--- config.mk ---
export PLATFORM = sky130hd
export DESIGN_NAME = nand_seq_ctrl_flat
export DESIGN_NICKNAME = d
export VERILOG_FILES = /design/src/rtl/nand_seq_pkg.sv /design/src/rtl/nand_seq_ctrl_if.sv /design/src/rtl/nand_seq_ctrl_cell.sv /design/src/rtl/nand_seq_ctrl.sv /design/src/flat_wrapper.sv
export SDC_FILE = /design/constraint.sdc
export NUM_CORES = 1
export LEC_CHECK = 0
export CORE_AREA = 4 4 205 207
export CTS_CLUSTER_DIAMETER = 150
export DETAILED_ROUTE_END_ITERATION = 12
export DIE_AREA = 0 0 209 211
export GPL_TIMING_DRIVEN = 0
export HOLD_SLACK_MARGIN = 0.08
export PLACE_DENSITY_LB_ADDON = 0.2
export SLEW_MARGIN = 20
export SYNTH_ARGS = -nofsm -noshare
export SYNTH_HDL_FRONTEND = slang
export SYNTH_HIERARCHICAL = 1
export SYNTH_SLANG_ARGS = --single-unit
export TNS_END_PERCENT = 50
--- constraint.sdc ---
create_clock -name clk -period 3.5 [get_ports clk]
set_input_delay 0.7 -clock clk [delete_from_list [all_inputs] [get_ports clk]]
set_output_delay 0.7 -clock clk [all_outputs]
set_load 0.02 [all_outputs]
--- src/rtl/nand_seq_pkg.sv ---
// Shared types and op-word layout for the NAND sequencer.
package nand_seq_pkg;

  localparam int NUM_REGS_DEF = 16;
  localparam int NUM_OPS_DEF  = 32;
  localparam int NUM_IN_DEF   = 4;
  localparam int NUM_OUT_DEF  = 4;
  localparam int IDX_W_DEF    = $clog2(NUM_REGS_DEF);
  localparam int PC_W_DEF     = $clog2(NUM_OPS_DEF);

  typedef enum logic [1:0] {
    S_IDLE,
    S_LOAD,
    S_EXEC,
    S_DONE
  } state_e;

  // Op word is {dst, src_b, src_a} with src_a in the LSBs.
  function automatic int op_src_a_lsb(input int idx_w);
    return 0;
  endfunction

  function automatic int op_src_b_lsb(input int idx_w);
    return idx_w;
  endfunction

  function automatic int op_dst_lsb(input int idx_w);
    return 2 * idx_w;
  endfunction

  localparam int OP_SRC_A_LSB = op_src_a_lsb(IDX_W_DEF);
  localparam int OP_SRC_B_LSB = op_src_b_lsb(IDX_W_DEF);
  localparam int OP_DST_LSB   = op_dst_lsb(IDX_W_DEF);

endpackage

--- src/rtl/nand_seq_ctrl_if.sv ---
// Program-load / run / result bundle between a host and nand_seq_ctrl.
interface nand_seq_ctrl_if #(
  parameter int IDX_W   = 4,
  parameter int PC_W    = 5,
  parameter int NUM_IN  = 4,
  parameter int NUM_OUT = 4
);
  logic                 prog_we;
  logic [PC_W-1:0]      prog_addr;
  logic [3*IDX_W-1:0]   prog_data;
  logic [PC_W:0]        prog_len;
  logic                 start;
  logic [NUM_IN-1:0]    in_bits;
  logic                 busy;
  logic                 done;
  logic [NUM_OUT-1:0]   out_bits;
  logic                 prog_err;

  modport master (
    output prog_we, prog_addr, prog_data, prog_len, start, in_bits,
    input  busy, done, out_bits, prog_err
  );

  modport slave (
    input  prog_we, prog_addr, prog_data, prog_len, start, in_bits,
    output busy, done, out_bits, prog_err
  );
endinterface

--- src/rtl/nand_seq_ctrl_cell.sv ---
// The single shared two-input NAND cell used as the sequencer datapath.
module nand_cell (
  input  logic A,
  input  logic B,
  output logic Y
);
  assign Y = ~(A & B);
endmodule

--- src/rtl/nand_seq_ctrl.sv ---
// Sequential evaluator of a stored NAND-only program over a bit register file.
// Optional macro NAND_SEQ_STEP_EN adds a `step` input gating op execution in EXEC.
module nand_seq_ctrl
  import nand_seq_pkg::*;
#(
  parameter int NUM_REGS = NUM_REGS_DEF,
  parameter int NUM_OPS  = NUM_OPS_DEF,
  parameter int NUM_IN   = NUM_IN_DEF,
  parameter int NUM_OUT  = NUM_OUT_DEF
) (
  input  logic clk,
  input  logic rst,
`ifdef NAND_SEQ_STEP_EN
  input  logic step,
`endif
  nand_seq_ctrl_if.slave bus
);

  localparam int IDX_W     = $clog2(NUM_REGS);
  localparam int PC_W      = $clog2(NUM_OPS);
  localparam int OP_W      = 3 * IDX_W;
  localparam int SRC_A_LSB = op_src_a_lsb(IDX_W);
  localparam int SRC_B_LSB = op_src_b_lsb(IDX_W);
  localparam int DST_LSB   = op_dst_lsb(IDX_W);

  localparam logic [PC_W-1:0] PC_ONE  = PC_W'(1);
  localparam logic [PC_W:0]   LEN_ONE = (PC_W+1)'(1);
  localparam logic [PC_W:0]   LEN_MAX = (PC_W+1)'(NUM_OPS);

  state_e                state_q, state_d;
  logic [PC_W-1:0]       pc_q, pc_d;
  logic [PC_W:0]         len_q, len_d;
  logic [NUM_IN-1:0]     in_q, in_d;
  logic [NUM_REGS-1:0]   regs_q, regs_d;
  logic [NUM_OUT-1:0]    out_q, out_d;
  logic                  done_q, done_d;
  logic                  err_q, err_d;

  logic [OP_W-1:0]       prog_mem [NUM_OPS];
  logic [OP_W-1:0]       op_q;
  logic                  prog_wr_en;

  logic [NUM_REGS-1:0]   load_vec;
  logic [IDX_W-1:0]      op_src_a, op_src_b, op_dst;
  logic                  nand_y;
  logic                  exec_en;
  logic                  last_op;

  generate
    for (genvar gi = 0; gi < NUM_REGS; gi++) begin : g_load
      if (gi < NUM_IN) begin : g_in
        assign load_vec[gi] = in_q[gi];
      end else begin : g_zero
        assign load_vec[gi] = 1'b0;
      end
    end
  endgenerate

  assign op_src_a = op_q[SRC_A_LSB +: IDX_W];
  assign op_src_b = op_q[SRC_B_LSB +: IDX_W];
  assign op_dst   = op_q[DST_LSB   +: IDX_W];

  nand_cell u_nand (
    .A (regs_q[op_src_a]),
    .B (regs_q[op_src_b]),
    .Y (nand_y)
  );

`ifdef NAND_SEQ_STEP_EN
  assign exec_en = step;
`else
  assign exec_en = 1'b1;
`endif

  assign last_op = ({1'b0, pc_q} == (len_q - LEN_ONE));

  always_comb begin
    state_d    = state_q;
    pc_d       = pc_q;
    len_d      = len_q;
    in_d       = in_q;
    regs_d     = regs_q;
    out_d      = out_q;
    done_d     = 1'b0;
    err_d      = err_q;
    prog_wr_en = 1'b0;
    case (state_q)
      S_IDLE: begin
        prog_wr_en = bus.prog_we;
        if (bus.start) begin
          state_d = S_LOAD;
          len_d   = (bus.prog_len > LEN_MAX) ? LEN_MAX : bus.prog_len;
          in_d    = bus.in_bits;
          err_d   = 1'b0;
        end
      end
      S_LOAD: begin
        regs_d  = load_vec;
        pc_d    = '0;
        state_d = (len_q == '0) ? S_DONE : S_EXEC;
      end
      S_EXEC: begin
        if (exec_en) begin
          regs_d[op_dst] = nand_y;
          if (last_op) begin
            state_d = S_DONE;
          end else begin
            pc_d = pc_q + PC_ONE;
          end
        end
      end
      S_DONE: begin
        out_d   = regs_q[NUM_REGS-NUM_OUT +: NUM_OUT];
        done_d  = 1'b1;
        state_d = S_IDLE;
      end
      default: state_d = S_IDLE;
    endcase
    if (bus.prog_we && (state_q != S_IDLE)) begin
      err_d = 1'b1;
    end
  end

  always_ff @(posedge clk) begin
    if (rst) begin
      state_q <= S_IDLE;
      pc_q    <= '0;
      len_q   <= '0;
      in_q    <= '0;
      regs_q  <= '0;
      out_q   <= '0;
      done_q  <= 1'b0;
      err_q   <= 1'b0;
    end else begin
      state_q <= state_d;
      pc_q    <= pc_d;
      len_q   <= len_d;
      in_q    <= in_d;
      regs_q  <= regs_d;
      out_q   <= out_d;
      done_q  <= done_d;
      err_q   <= err_d;
    end
  end

  // Registered read addressed by pc_d, so op_q always holds the op at pc_q.
  always_ff @(posedge clk) begin
    if (prog_wr_en) begin
      prog_mem[bus.prog_addr] <= bus.prog_data;
    end
    op_q <= prog_mem[pc_d];
  end

  assign bus.busy     = (state_q != S_IDLE);
  assign bus.done     = done_q;
  assign bus.out_bits = out_q;
  assign bus.prog_err = err_q;

endmodule

--- src/flat_wrapper.sv ---
// flat-port wrapper written by rule: the top's interface ports become plain ports
module nand_seq_ctrl_flat import nand_seq_pkg::*;
#(
  parameter int NUM_REGS = NUM_REGS_DEF,
  parameter int NUM_OPS  = NUM_OPS_DEF,
  parameter int NUM_IN   = NUM_IN_DEF,
  parameter int NUM_OUT  = NUM_OUT_DEF
)
  (clk, rst, bus_prog_we, bus_prog_addr, bus_prog_data, bus_prog_len, bus_start, bus_in_bits, bus_busy, bus_done, bus_out_bits, bus_prog_err);
  nand_seq_ctrl_if #(.IDX_W(4), .PC_W(5), .NUM_IN(NUM_IN), .NUM_OUT(NUM_OUT)) bus_i ();
  input  logic clk;
  input  logic rst;
  input wire logic [$bits(bus_i.prog_we)-1:0] bus_prog_we;
  input wire logic [$bits(bus_i.prog_addr)-1:0] bus_prog_addr;
  input wire logic [$bits(bus_i.prog_data)-1:0] bus_prog_data;
  input wire logic [$bits(bus_i.prog_len)-1:0] bus_prog_len;
  input wire logic [$bits(bus_i.start)-1:0] bus_start;
  input wire logic [$bits(bus_i.in_bits)-1:0] bus_in_bits;
  output wire logic [$bits(bus_i.busy)-1:0] bus_busy;
  output wire logic [$bits(bus_i.done)-1:0] bus_done;
  output wire logic [$bits(bus_i.out_bits)-1:0] bus_out_bits;
  output wire logic [$bits(bus_i.prog_err)-1:0] bus_prog_err;
  assign bus_i.prog_we = bus_prog_we;
  assign bus_i.prog_addr = bus_prog_addr;
  assign bus_i.prog_data = bus_prog_data;
  assign bus_i.prog_len = bus_prog_len;
  assign bus_i.start = bus_start;
  assign bus_i.in_bits = bus_in_bits;
  assign bus_busy = bus_i.busy;
  assign bus_done = bus_i.done;
  assign bus_out_bits = bus_i.out_bits;
  assign bus_prog_err = bus_i.prog_err;
  nand_seq_ctrl #(.NUM_REGS(NUM_REGS), .NUM_OPS(NUM_OPS), .NUM_IN(NUM_IN), .NUM_OUT(NUM_OUT)) u_core (.clk(clk), .rst(rst), .bus(bus_i));
endmodule
==> out/summary.txt <==
==========================================================================================
Synthesized instance count ..................................................         1276
Part of the power in the clock network ......................................        0.382
Vias in the first global route ..............................................        10680
Worst Hold Class ............................................................ flop to flop
Setup repair after global routing missed its margin .........................         true
Maximum clock insertion buffer count ........................................            3
Distinct cell type count after synthesis ....................................           63
Largest cells by area after synthesis ....................................... edfxtp_1 64%, mux2i_1 8.1%, dfxtp_1 5.7%
Final Routed Wirelength .....................................................     47.75 mm
Number of cell rows .........................................................           74
Fraction of post-synthesis cell area in the top cell type by area ...........       0.6449
DIE HEIGHT ..................................................................       211 um
Area occupied by multi-input gates ..........................................     5361 um2
P per Cell Area ............................................................. 624.3 nW/um2
Largest fanout of any net on the critical path ..............................           10
Internal Power ..............................................................   0.009739 W
Sequential area share after synthesis .......................................       0.7020
IO Port Bufs ................................................................           36
Fraction of the mapped netlist area in compound gates .......................      0.05661
Arrival time at the worst endpoint ..........................................      3.82 ns
Non-Filler Cell Area, Final .................................................    21210 um2
Share of synthesized cell area in full adder, half adder and majority cells .     0.004898
Growth of design area from synthesis to finish ..............................       18.64%
Core region area ............................................................    40370 um2
Crit. End Element ...........................................................         flop
Number of primary I/O pins ..................................................           38
Peak Freq ...................................................................    286.9 MHz
Average via count per standard cell .........................................        5.791
P_sw ........................................................................   0.003504 W
Finish-stage setup viols ....................................................            0
Count of clock tree sinks ...................................................          435
Launching element type of the critical path .................................         flop
Post-route worst hold slack .................................................    0.4581 ns
TritonCTS clock tree ........................................................         done
GRT Overall Usage ...........................................................       0.2093
Iteration count of the initial detailed-routing pass ........................            6
Inserted Clock Buffers ......................................................           46
Power, Total ................................................................    0.01324 W
Detail-routed net length per standard cell ..................................     24.56 um
Antenna violations before repair ............................................            1
Number of flops mapped to enable cells by yosys .............................          384
Simple-gate share of the synthesized area ...................................       0.1159
Number of remaining DRC errors ..............................................            0
Utilization of the core after routing .......................................       0.5255
Result of the run ........................................................... finished, final reports clean
Net switching share of the total power ......................................       0.2646
Leak pwr ....................................................................     7.854 nW
Number of max-slew violations in the final report ...........................            0
Multiplexer area fraction after synthesis ...................................      0.09502
Synth Register Bits .........................................................          435
Slew headroom ...............................................................       0.2569
Post-Syn Area ...............................................................    17880 um2
DRT iter0 DRCs ..............................................................         1000
Total via count after detailed routing ......................................        11260
H-tree Lvls .................................................................            2
Final Hold Viols ............................................................            0
Share of the synthesized netlist area taken by xor and xnor gates ...........     0.002939
Horizontal die dimension ....................................................       209 um
Detailed-placement wirelength estimate ......................................     30.34 mm
Share of layout cells above drive strength 1 ................................       0.1792
Syn_area_per_cell ...........................................................    14.01 um2
Worst Path Required .........................................................      3.83 ns
Maximum number of pins on one net before global-route repair ................           33
Die footprint ...............................................................    44100 um2
Ant diodes ..................................................................            0
Slew at the pin closest to its max-slew limit ...............................     1.111 ns
Primary FF master, synth ....................................................     edfxtp_1
Ys Warns ....................................................................            6
Clock latency on the worst-skew pair ........................................      0.56 ns
Global-route wire length before repair ......................................     69.03 mm
Placed cell areas ...........................................................    18970 um2
Combinational fraction of design power ......................................        0.176
Antenna Violating Nets Remaining ............................................            0
Mapped Nets .................................................................         1314
Total of max-cap violations .................................................            0
Overflow left after global routing ..........................................            0
Crit share post-route .......................................................       0.9960
WS Path Type ................................................................ flop to flop
Effective utilization at floorplan ..........................................       0.4429
Dominant combinational cell family by area after synthesis .................. simple AND/OR/NAND/NOR gates
Post-synth ARST share .......................................................            0
Root Buffer Master ..........................................................    clkbuf_16
CTS clk-pin slew, worst paths ...............................................      0.06 ns
Biggest area consumer among synthesized cells ...............................     edfxtp_1
Hold buffer count at CTS ....................................................            0
Peak supply drop ............................................................     378.9 uV
Final-layout fill cell count ................................................         3350
Register share of total power ...............................................        0.442
Number of nets at the end of the flow .......................................         1415
Worst setup skew after layout ...............................................  0.009105 ns
Clock period minus worst slack ..............................................     3.486 ns
Routability congestion estimate .............................................       0.8530
FF/Latch Area ...............................................................    12560 um2
==========================================================================================
metal layers:
layer	track usage	part of all wire	vias up
li1	-	-	5066
met1	0.2923	0.43	5667
met2	0.3408	0.48	444
met3	0.02985	0.066	81
met4	0.07268	0.029	0
met5	0	0	-
cell type report:
type / count / share of cell area
well taps: 532 / 0.03138
repair buffers: 54 / 0.02377
plain buffers: 75 / 0.02459
clock buffers: 58 / 0.05880
clock inverters: 25 / 0.01522
multi-input cells: 756 / 0.2527
flip-flops and latches: 435 / 0.5919
inverters: 9 / 0.001592
placed cells by master, fill, tap and decap left out, types with 5 or more instances in the layout:
cell type / instances
edfxtp_1: 384
nand2_1: 207
mux2i_1: 141
nand3_1: 104
clkbuf_16: 49
dfxtp_1: 49
nor2_2: 32
buf_2: 31
nor2_1: 30
buf_4: 26
a21oi_1: 26
clkdlybuf4s50_1: 25
clkbuf_1: 23
a32oi_1: 20
nand4_1: 18
a32oi_2: 17
o211ai_1: 14
clkinv_2: 11
buf_6: 10
nor3_1: 10
mux4_2: 10
clkbuf_4: 9
inv_1: 9
nand3b_1: 9
bufinv_16: 8
nor2b_1: 7
a32oi_4: 7
o21ai_0: 6
nand2b_1: 6
a211oi_1: 6
ha_1: 6
clkinv_1: 5
buf_12: 5
nor3b_1: 5
a221oi_1: 5
critical path: stages (launching register included):
cell	delay, ns
dfxtp_1	0.36
or3_4	0.42
or4_4	0.44
and4_1	0.21
buf_6	0.14
a21o_1	0.20
a311oi_4	0.41
nand2b_4	0.26
nor2_1	0.10
buf_6	0.18
a32oi_4	0.24
nand4_1	0.31
cells in the mapped netlist, types with 10 or more instances:
cell type,number
a21oi_1,26
a32oi_1,44
buf_2,42
clkbuf_1,24
dfxtp_1,51
edfxtp_1,384
mux2i_1,145
mux4_2,10
nand2_1,209
nand3_1,104
nand4_1,18
nor2_1,62
nor3_1,11
o211ai_1,14
registers in the layout (all words and copies together) (netlist names):
name / flops
u_core/bus.done: 1
u_core/bus.out_bits: 4
u_core/bus.prog_err: 1
u_core/in_q: 4
u_core/len_q: 6
u_core/op_q: 12
u_core/pc_q: 5
u_core/prog_mem: 384
u_core/regs_q: 16
u_core/state_q: 2
final timing paths:
path                                 from                     endpoint  slack, ns  cells past startpoint
max          u_core/len_q[2]$_SDFFE_PP0P_       u_core/op_q[6]$_DFF_P_       0.01                     11
max reg2reg  u_core/len_q[2]$_SDFFE_PP0P_       u_core/op_q[6]$_DFF_P_       0.01                     11
min reg2reg   u_core/in_q[0]$_SDFFE_PP0P_  u_core/in_q[0]$_SDFFE_PP0P_       0.46                      2
min           u_core/in_q[0]$_SDFFE_PP0P_  u_core/in_q[0]$_SDFFE_PP0P_       0.46                      2
cell families after synthesis:
kind of cell / after synthesis
simple gates: 455
flops: 435
mux: 157
compound gates: 131
buf+inv: 85
fa+ha+maj: 7
xor+xnor: 6
power by group through the flow:
| stage | Sequential, W | Combinational [W] | Clock [W] |
|---|---|---|---|
| floorplan | 0.00594 | 0.00132 | 0 |
| global placement | 0.00596 | 0.00201 | 0 |
| detailed placement | 0.00596 | 0.00205 | 0 |
| CTS | 0.00585 | 0.00219 | 0.00514 |
| global route | 0.00586 | 0.00249 | 0.00538 |
| finish | 0.00585 | 0.00234 | 0.00505 |
per-stage QoR:
step	setup TNS (ns)	cells	setup WS [ns]
floorplan	0	1276	0.6140
global placement	-4.807	1844	-0.6230
detailed placement	-4.595	1846	-0.5543
CTS	0	1933	0.009555
global route	-0.1435	1944	-0.04985
finish	0	1944	0.01389
repair_timing:
item / in CTS / in global routing
gates cloned: 1 / 2
endpoints found under the hold margin: 0 / 0
setup endpoints to repair: 12 / 11
setup buffers: 3 / 10
pin swaps: 9 / 15
resized for setup: 69 / 55
(Power assumes the default switching activity.)
==> variant 1: new RTL, same settings <==
The 4 states of `state_e` get a Gray code encoding in 2 bits.
--- a/src/rtl/nand_seq_pkg.sv
+++ b/src/rtl/nand_seq_pkg.sv
@@ -9,10 +9,10 @@
   localparam int PC_W_DEF     = $clog2(NUM_OPS_DEF);
 
   typedef enum logic [1:0] {
-    S_IDLE,
-    S_LOAD,
-    S_EXEC,
-    S_DONE
+    S_IDLE = 2'b00,
+    S_LOAD = 2'b01,
+    S_EXEC = 2'b11,
+    S_DONE = 2'b10
   } state_e;
 
   // Op word is {dst, src_b, src_a} with src_a in the LSBs.
Behaviour: no difference found for any inputs over 4 cycles, from zero or initial values and one cycle with rst high; so few cycles prove little.
==> variant 1 against the unedited design <==
Clock skew grew 0.014 ns; setup slack better by 0.039 ns; count of clock-buffer cells in the layout grew 10; critical path depth grew 1; sequential cell count did not move; via count down 3.3%; cell area fell by 1.8%; wire length down 3.8%; synthesized area grew 0.24%; critical endpoint is now u_core/op_q[2]; largest cell class unchanged.
Power is not compared: it rests on default switching activity, and its combinational part moved more than twofold at a synthesized area within 25%.
==> variant 1: results <==
metrics = {
    "run_status": {
        "status": "finished, final reports clean",
    },
    "setup_path": {
        "r2r-end": "u_core/op_q[2]",
        "r2r-start": "u_core/len_q[2]",
        "max_stage_delay_ns": 0.45,
        "rrSetupSlack_ns": 0.05,
        "cp.arrival_ns": 3.83,
        "rr_worst_depth": 12,
        "crit_fanout": 11,
        "path_delay_family": "simple AND/OR/NAND/NOR gates",
    },
    "clock_tree": {
        "clockRootBuffer": "clkbuf_16",
        "clk_latency_ns": 0.57,
        "ctsHtreeMaxLevel": 2,
        "max-clock-path-buffers": 3,
    },
    "grt": {
        "grt_pass1_wl_um": 67500,
        "grt_use_total_pct": 20.6,
    },
    "logic_synthesis": {
        "seq_area_frac_synth_pct": 70.0,
        "synth_compound_area_share_pct": 5.56,
        "synth_fa_ha_area_share_pct": 0.140,
        "syn_inst": 1209,
        "synth_edf_count": 384,
        "netlist_top_cells_area": "edfxtp_1 (64%), mux2i_1 (11%), dfxtp_1 (5.7%), nand2_1 (2.9%), nor2_1 (1.8%)",
        "netlist_top_cells_count": "edfxtp_1 (384), mux2i_1 (195), nand2_1 (138)",
        "synthXorXnorAreaFrac_pct": 0.293,
        "synth_top_area_share_pct": 64.3,
        "synth_cell_types": 62,
        "synth_mux_area_share_pct": 12.6,
    },
    "worst_hold_path": {
        "hold_end": "u_core/bus.prog_err",
        "holdCritStartpoint": "u_core/bus.prog_err",
    },
    "finish": {
        "nets": 1338,
        "antenna_cells": 0,
        "finalNonFillerCells": 1871,
        "drive_gt1_share_pct": 17.3,
    },
    "drt": {
        "vias": 10888,
        "drt_iter0_markers": 1115,
        "first_pass_iters": 6,
        "wire_per_inst_um": 24.6,
    },
    "placed_design": {
        "dp_hpwl_um": 29700,
        "routabilityCongestion": 0.907,
        "place_area_um2": 19000,
        "place_ws_ns": -0.568,
        "placed_cells": 1781,
    },
    "timing": {
        "hold_slack_ns": 0.468,
        "finClkSkew_ns": 0.0235,
        "slew_headroom_pct": 38.3,
    },
    "power_and_ir_drop": {
        "p_leak_uw": 0.00752,
    },
}
## variant 1: routing by layer
layer  global-route usage, %  part of all wire [%]  vias up
met3                    5.08                   8.3       82
met5                       0                 0.024        -
li1                        -                     -     4858
met1                    27.8                    41     5507
met4                    6.26                   3.0        2
met2                    33.5                    48      439
## variant 1: timing repair
action / 4_1_cts / 5_1_grt
hold buffers: 0 / 0
setup endpoints to repair: 12 / 12
pin swaps: 12 / 11
buffers inserted: 1 / 7
resized for setup: 54 / 37
gates cloned: 0 / 1
## variant 1: layout make-up
| class | instances | area, µm² |
|---|---|---|
| well taps | 532 | 666 |
| fillers | 3451 | 19500 |
| inverters | 6 | 22.5 |
| plain buffers | 61 | 474 |
| flip-flops and latches | 435 | 12600 |
| clock buffers | 68 | 1260 |
| multi-input cells | 706 | 5310 |
| repair buffers | 49 | 479 |
| clock inverters | 14 | 61.3 |
## variant 1: worst max path at each step
| stage | start | endpoint | slack [ns] | cells after the start |
|---|---|---|---|---|
| floorplan | u_core/len_q[0] | u_core/op_q[6] | 0.64 | 15 |
| global placement | u_core/len_q[0] | u_core/op_q[2] | -0.60 | 11 |
| detailed placement | u_core/len_q[0] | u_core/op_q[4] | -0.57 | 11 |
| CTS | u_core/len_q[2] | u_core/op_q[8] | 0.003 | 11 |
| global route | u_core/len_q[0] | u_core/op_q[7] | -0.03 | 12 |
| finish | u_core/len_q[2] | u_core/op_q[2] | 0.05 | 12 |
## variant 1: power by group
group	internal (µW)	switching (µW)	total, µW
logic	260	461	721
clock network	2480	1850	4330
registers	5700	28.5	5720
total	8440	2330	10800
## variant 1: cell families after synthesis
family,Yosys count
flops,435
buf+inv,68
xor+xnor,6
fa+ha+maj,2
compound gates,136
mux,211
simple gates,351
==> variant 2: new RTL, config.mk and constraints unchanged <==
Made on the original files. Make the reset (`rst`) asynchronous in one clocked block.
--- a/src/rtl/nand_seq_ctrl.sv
+++ b/src/rtl/nand_seq_ctrl.sv
@@ -121,7 +121,7 @@
     end
   end
 
-  always_ff @(posedge clk) begin
+  always_ff @(posedge clk or posedge rst) begin
     if (rst) begin
       state_q <= S_IDLE;
       pc_q    <= '0;
Behaviour: differs if rst is asserted again (counterexample within 4 cycles, from zero or initial values and one cycle with rst high); with rst held inactive, the same outputs for 4 cycles.
==> variant 2 against the unedited design <==
Worst hold slack got worse by 0.0068 ns; setup slack better by 0.030 ns; sequential cell count unchanged; wire length is 3.1% lower; maximum frequency is 0.88% higher; synthesized area rose by 0.94%; synthesized cell count increased by 0.86%; critical path depth grew 3; cell area grew 1.0%.
Power is not compared: it rests on default switching activity, and its combinational part moved more than twofold at a synthesized area within 25%.
==> variant 2: results <==
metrics = {
    "finish": {
        "drive_gt1_share_pct": 19.4,
        "fillCellCount": 3401,
        "nets": 1432,
        "finalNonFillerCells": 1964,
    },
    "timing": {
        "period_share_pct": 98.7,
        "finClkSkew_ns": 0.0206,
        "worstMarginPinSlew_ns": 1.17,
    },
    "setup_path": {
        "path_delay_family": "compound AO/OA/AOI/OAI gates",
        "slowest_stage": "dfrtp_1",
        "crit_fanout": 12,
        "rrSetupSlack_ns": 0.04,
        "cp.arrival_ns": 3.91,
        "crit_path_end": "u_core/op_q[5]",
        "r2r-start": "u_core/len_q[1]",
    },
    "logic_synthesis": {
        "netlist_top_cells_area": "edfxtp_1 (64%), nand2_1 (6.0%), mux2i_1 (5.6%), dfrtp_1 (5.4%), and3_1 (1.9%)",
        "synth_nets": 1325,
        "synthArstFlopShare_pct": 8.97,
        "netlist_top_cells_count": "edfxtp_1 (384), nand2_1 (289), mux2i_1 (101)",
        "synth_cell_types": 65,
        "seq_area_frac_synth_pct": 70.6,
        "postSynthAreaPerCell_um2": 14.0,
    },
    "grt": {
        "grt_pass1_wl_um": 67800,
        "grtUsageMet3_pct": 3.45,
        "grt_pass1_vias": 10804,
        "antenna_found_initial": 3,
        "grtUsageMet2_pct": 32.9,
    },
    "placed_design": {
        "place_ws_ns": -0.767,
        "placed_cells": 1858,
        "place_area_um2": 19100,
        "port_buffers": 37,
    },
    "drt": {
        "wire_per_inst_um": 23.6,
        "drt_iter0_markers": 977,
        "via_per_inst": 5.69,
    },
    "power_and_ir_drop": {
        "p_leak_uw": 0.00739,
    },
    "run_status": {
        "status": "finished, final reports clean",
    },
    "clock_tree": {
        "max-clock-path-buffers": 3,
    },
}
==> variant 2: cell types whose count changed after synthesis, moves of 43 or more <==
cell | before | now
and3_1 | 4 | 55
nand2_1 | 209 | 289
mux2i_1 | 145 | 101
nand3_1 | 104 | 53
a32oi_1 | 44 | 1
==> variant 2: cell families after synthesis <==
family	count (synthesis)	share of synthesized area (%)
flip-flops	435	70.6
adder cells (fa/ha/maj)	7	0.485
AND/OR/NAND/NOR	497	12.4
XOR/XNOR	7	0.340
buffers and inverters	81	2.38
AO/OA/AOI/OAI	130	5.77
multiplexers	130	8.03
==> variant 2: what timing repair did <==
| action | in CTS | in global routing |
|---|---|---|
| setup buffers | 5 | 12 |
| cloned | 1 | 2 |
| gates resized for setup | 72 | 95 |
| endpoints found under the setup margin | 13 | 12 |
| pin swaps | 9 | 24 |
==> variant 2: routing by layer <==
metal,vias to the layer above,part of all wire (%)
met1,5666,43
met3,71,6.5
met4,4,2.6
met2,366,47
met5,-,0.089
li1,5062,-
==> variant 2: where the power goes <==
group	total (µW)	internal [µW]	switching [µW]
Combinational	4820	1910	2920
Clock	4840	2850	1980
Sequential	6220	5950	267
==> variant 2: per-stage QoR <==
stage / hold slack, ns / util, % / total power (µW)
6_report: 0.451 / 53.1 / 15900
4_1_cts: 0.444 / 51.9 / 15700
5_1_grt: 0.494 / 53.1 / 16600
3_3_place_gp: 0.492 / 47.3 / 10500
2_1_floorplan: 0.472 / - / 8990
3_5_place_dp: 0.492 / 47.4 / 10500
==> variant 2: cell type report <==
class,instances,share of cell area [%]
diodes,1,0.0117
plain buffers,68,2.91
clock buffers,54,5.65
clock inverters,31,1.41
inverters,13,0.304
multi-input cells,773,24.6
flip-flops and latches,435,59.5
well taps,532,3.11
repair buffers,57,2.56
